## config.mk

```make
export PLATFORM = sky130hd
export DESIGN_NAME = sdr_wr_cmd_q
export DESIGN_NICKNAME = d
export VERILOG_FILES = /design/src/rtl/sdr_wr_cmd_q.sv
export SDC_FILE = /design/constraint.sdc
export NUM_CORES = 1
export LEC_CHECK = 0
export CORE_MARGIN = 5
export CORE_UTILIZATION = 40
export CTS_CLUSTER_SIZE = 14
export DETAILED_ROUTE_END_ITERATION = 6
export GPL_ROUTABILITY_DRIVEN = 1
export HOLD_SLACK_MARGIN = 0.1
export PLACE_DENSITY = 0.7
export SKIP_LAST_GASP = 1
export SLEW_MARGIN = 25
export SYNTH_ARGS = -nofsm -noshare
export SYNTH_HDL_FRONTEND = slang
export SYNTH_SLANG_ARGS = --single-unit
```

## constraint.sdc

```tcl
create_clock -name clk -period 3.81 [get_ports clk]
set_clock_uncertainty 0.1 [all_clocks]
set_input_delay 1.143 -clock clk [delete_from_list [all_inputs] [get_ports clk]]
set_output_delay 1.143 -clock clk [all_outputs]
set_load 0.01 [all_outputs]
```

## src/rtl/sdr_wr_cmd_q.sv

```systemverilog
// rtl/sdr_wr_cmd_q.sv - write command FIFO feeding the SDRAM single-write engine
// Splits queued linear addresses into bank/row/col and holds them until wr_done.
module sdr_wr_cmd_q #(
  parameter int DEPTH   = 8,
  parameter int GAP_CYC = 2,
  parameter int TIMEOUT = 64
) (
  input  logic                     clk,
  input  logic                     rst,
  input  logic                     init_done,
  input  logic                     usr_wr_valid,
  input  logic [23:0]              usr_wr_addr,
  output logic                     usr_wr_ready,
  output logic                     sdr_wr_req,
  output logic [1:0]               sdr_bank_addr,
  output logic [12:0]              sdr_row_addr,
  output logic [8:0]               sdr_col_addr,
  input  logic                     wr_done,
  input  logic                     ref_req,
  output logic                     ref_ack,
  output logic                     busy,
  output logic [$clog2(DEPTH):0]   q_count,
  output logic                     err_timeout
);

  localparam int PW   = $clog2(DEPTH);
  localparam int CW   = PW + 1;
  localparam int TW   = $clog2(TIMEOUT + GAP_CYC + 1);
  localparam logic [TW-1:0] TO_LAST  = TW'(TIMEOUT - 1);
  localparam logic [TW-1:0] GAP_LAST = TW'((GAP_CYC > 0) ? GAP_CYC - 1 : 0);

  typedef enum logic [1:0] {S_IDLE, S_REQ, S_WAIT, S_GAP} state_e;

  state_e          state_q, state_d;
  logic [PW-1:0]   wr_ptr_q, rd_ptr_q;
  logic [CW-1:0]   cnt_q;
  logic [TW-1:0]   tmr_q, tmr_d;
  logic            err_q, err_d;
  logic [23:0]     addr_q;
  logic [23:0]     mem [DEPTH];
  logic            push, pop;

  assign usr_wr_ready  = (cnt_q != CW'(DEPTH));
  assign push          = usr_wr_valid & usr_wr_ready;
  assign sdr_wr_req    = (state_q == S_REQ);
  assign ref_ack       = (state_q == S_IDLE) & ref_req;
  assign busy          = (state_q != S_IDLE);
  assign q_count       = cnt_q;
  assign err_timeout   = err_q;
  assign sdr_bank_addr = addr_q[23:22];
  assign sdr_row_addr  = addr_q[21:9];
  assign sdr_col_addr  = addr_q[8:0];

  // One timer serves both the WAIT timeout and the post-done gap.
  always_comb begin
    state_d = state_q;
    tmr_d   = tmr_q;
    err_d   = err_q;
    pop     = 1'b0;
    case (state_q)
      S_IDLE: begin
        tmr_d = '0;
        if (init_done && !ref_req && (cnt_q != '0)) begin
          pop     = 1'b1;
          state_d = S_REQ;
        end
      end
      S_REQ: begin
        tmr_d   = '0;
        state_d = S_WAIT;
      end
      S_WAIT: begin
        if (wr_done) begin
          tmr_d = '0;
          if (GAP_CYC > 0) state_d = S_GAP;
          else             state_d = S_IDLE;
        end else if (tmr_q == TO_LAST) begin
          err_d   = 1'b1;
          state_d = S_IDLE;
        end else begin
          tmr_d = tmr_q + TW'(1);
        end
      end
      S_GAP: begin
        if (tmr_q == GAP_LAST) state_d = S_IDLE;
        else                   tmr_d   = tmr_q + TW'(1);
      end
      default: state_d = S_IDLE;
    endcase
  end

  always_ff @(posedge clk) begin
    if (rst) begin
      state_q  <= S_IDLE;
      wr_ptr_q <= '0;
      rd_ptr_q <= '0;
      cnt_q    <= '0;
      tmr_q    <= '0;
      err_q    <= 1'b0;
      addr_q   <= '0;
    end else begin
      state_q <= state_d;
      tmr_q   <= tmr_d;
      err_q   <= err_d;
      cnt_q   <= cnt_q + CW'(push) - CW'(pop);
      if (push) wr_ptr_q <= wr_ptr_q + PW'(1);
      if (pop) begin
        rd_ptr_q <= rd_ptr_q + PW'(1);
        addr_q   <= mem[rd_ptr_q];
      end
    end
  end

  always_ff @(posedge clk) begin
    if (push) mem[wr_ptr_q] <= usr_wr_addr;
  end

endmodule
```

==> out/metrics.cfg <==
[final_layout]
n_fill_cell = 1851
antenna_cells = 0
nets = 620
drive_gt1_frac = 0.209
area_delta_synth_final_pct = 19.8

[clock_network]
post-cts-setup-buffer-count = 0
cts_max_level = 1
numCtsBuffers = 25
hold_buffers = 0
clockBufferDepth = 3
clk_pin_slew_ns = 0.06
cts.sinks = 236
clk_latency_ns = 0.51
post_cts_resized = 0
cts_tree = done
root_buffer = clkbuf_16

[run_status]
status = finished clean

[setup_path]
worstPathMaxFanout = 2
worst_ep_required_time_ns = 2.57
worstPathCellList = clkdlybuf4s50_1 -> inv_1 -> nor2_1 -> clkdlybuf4s50_1
cp-end-kind = primary output
crit_top_cell = clkdlybuf4s50_1
cp.arrival_ns = 2.36
startpoint_type = input pin
max_stage_delay_ns = 0.54
worstSetupPathType = input pin to primary output
worst_path_max_delay_cell = clkdlybuf4s50_1

[power]
p_per_area_nw_per_um2 = 595
p_leak_nw = 3.48
peakVddDrop_uv = 292

[sta]
fin_crit_ns = 3.61
fin_crit_sh = 0.947
fmax_mhz = 277
rsz0062_at_grt = no
setup_viol = 0
relSlewSlack = 0.580
final_max_slew_viol_count = 0
worst_slew_pin_slew_ns = 0.630
hold_viol = 0
setup_tns_ns = 0
hold-worst-slack_ns = 0.377

[global_route]
antenna_found_initial = 1
grt_first_pass_wirelength_microns = 28400
grt_start_max_net_pins = 48
grt_use_total = 0.140
grt_pass1_vias = 4887
overflow = 0

[yosys]
synth_top_area_cell = edfxtp_1
yosysTopAreaCellShare = 0.640
syn_nets = 532
ys_async_sr_fraction = 0
synth_edf_count = 192
synth.area.top_cells = edfxtp_1 64%, mux4_2 12%, dfxtp_1 9.8%
yosys-top-cells-count = 192 x edfxtp_1, 51 x nor2_1, 47 x mux4_2
ys.flop_type = edfxtp_1
yosysWarnings = 0
ys_seq_area_frac = 0.738
synthCells = 491
synth_seq_cells = 236
synth_area_per_cell_sq_um = 18.3
synth.distinct_cells = 43
syn_area_sq_um = 9000
synth.most_common_cell = edfxtp_1

[worst_hold_path]
hold_class = register to register

[routing]
via_count = 4667
dr.pass1.iters = 5
routed_wl_microns = 17900
wl_per_cell_microns = 20.3
drtIter0Drc = 517
antenna_left = 0
drc = 0
vias_per_cell = 5.29

[floorplan]
core-area_sq_um = 22400
ios = 63
start_util = 0.401
die_w_microns = 160
die_area_sq_um = 25600
row_count = 55
die_y_microns = 160

[run]
cap_violations = 0

[placement]
place_congestion = 0.772
port_buffers = 62
hpwl_microns = 10600

==> flip-flops by register name, indices dropped and copies added (netlist names) <==
register / count
mem: 192
addr_q: 24
tmr_q: 7
q_count: 4
rd_ptr_q: 3
wr_ptr_q: 3
state_q: 2
err_timeout: 1
==> final cells by class <==
type	instances	area [sq um]	share of cell area
well taps	285	357	0.0331
repair buffers	84	823	0.0763
multi-input cells	221	2160	0.200
clock inverters	10	62.6	0.00580
flip-flops and latches	236	6650	0.616
clock buffers	36	697	0.0646
inverters	11	41.3	0.00383
==> worst paths after layout <==
check	from	to	slack [ns]	cells past startpoint
worst max-delay path	ref_req	ref_ack	0.20	4
worst min-delay path	err_timeout	err_timeout	0.38	2
worst max register to register	q_count[2]	q_count[2]	1.22	11
worst min register to register	err_timeout	err_timeout	0.38	2
==> routing by layer <==
layer | track usage | routed length [microns] | vias up | share of wire
li1 | - | - | 2116 | -
met1 | 0.187 | 7290 | 2374 | 0.41
met2 | 0.235 | 8930 | 144 | 0.50
met3 | 0.0335 | 1410 | 31 | 0.079
met4 | 0.0313 | 284 | 2 | 0.016
met5 | 0 | 14 | - | 0.00078
==> per-stage QoR <==
| stage | power, mW | util | instances | instance area [sq um] | worst slack (ns) |
|---|---|---|---|---|---|
| 2_1_floorplan | 3.86 | - | 491 | 9000 | 0.0544 |
| 3_3_place_gp | 4.21 | 0.446 | 836 | 10000 | 0.197 |
| 3_5_place_dp | 4.26 | 0.446 | 836 | 10000 | 0.205 |
| 4_1_cts | 6.49 | 0.480 | 882 | 10800 | 0.199 |
| 5_1_grt | 6.72 | 0.481 | 883 | 10800 | 0.133 |
| 6_report | 6.42 | 0.481 | 883 | 10800 | 0.203 |
==> kinds of logic after synthesis <==
logic type	count (synthesis)	synth area share
buf+inv	34	0.0251
flops	236	0.738
fa+ha+maj	11	0.0161
compound gates	39	0.0276
xor+xnor	7	0.00681
simple gates	112	0.0610
mux	52	0.125
==> worst max-delay path: cells and delay by family <==
family	cells	cell delay (ns)
buffers and inverters	3	1.14
AND/OR/NAND/NOR	1	0.09
==> power by group <==
group	total [mW]	leakage [nW]	switching, mW	internal (mW)
Clock	2.22	0.376	0.945	1.28
Combinational	1.07	1.00	0.501	0.568
Sequential	3.13	2.10	0.141	2.99
Total	6.42	3.48	1.59	4.83
==> cell usage in the layout (no fill, tap or decap), types with 3 or more instances in the layout <==
master	count
inv_6	3
nor2_1	45
buf_12	3
clkbuf_8	3
xnor2_1	4
clkbuf_16	25
ha_1	10
nor3_2	3
a21oi_1	7
o22ai_1	23
nor3_1	23
clkdlybuf4s50_1	62
buf_4	19
dfxtp_1	42
edfxtp_1	192
xor2_1	3
nand3_1	11
clkbuf_1	8
a31oi_1	4
clkinv_2	4
nor2_2	6
inv_1	11
nand2_1	7
mux4_2	47
No activity file was read; power rests on OpenSTA's default activity.
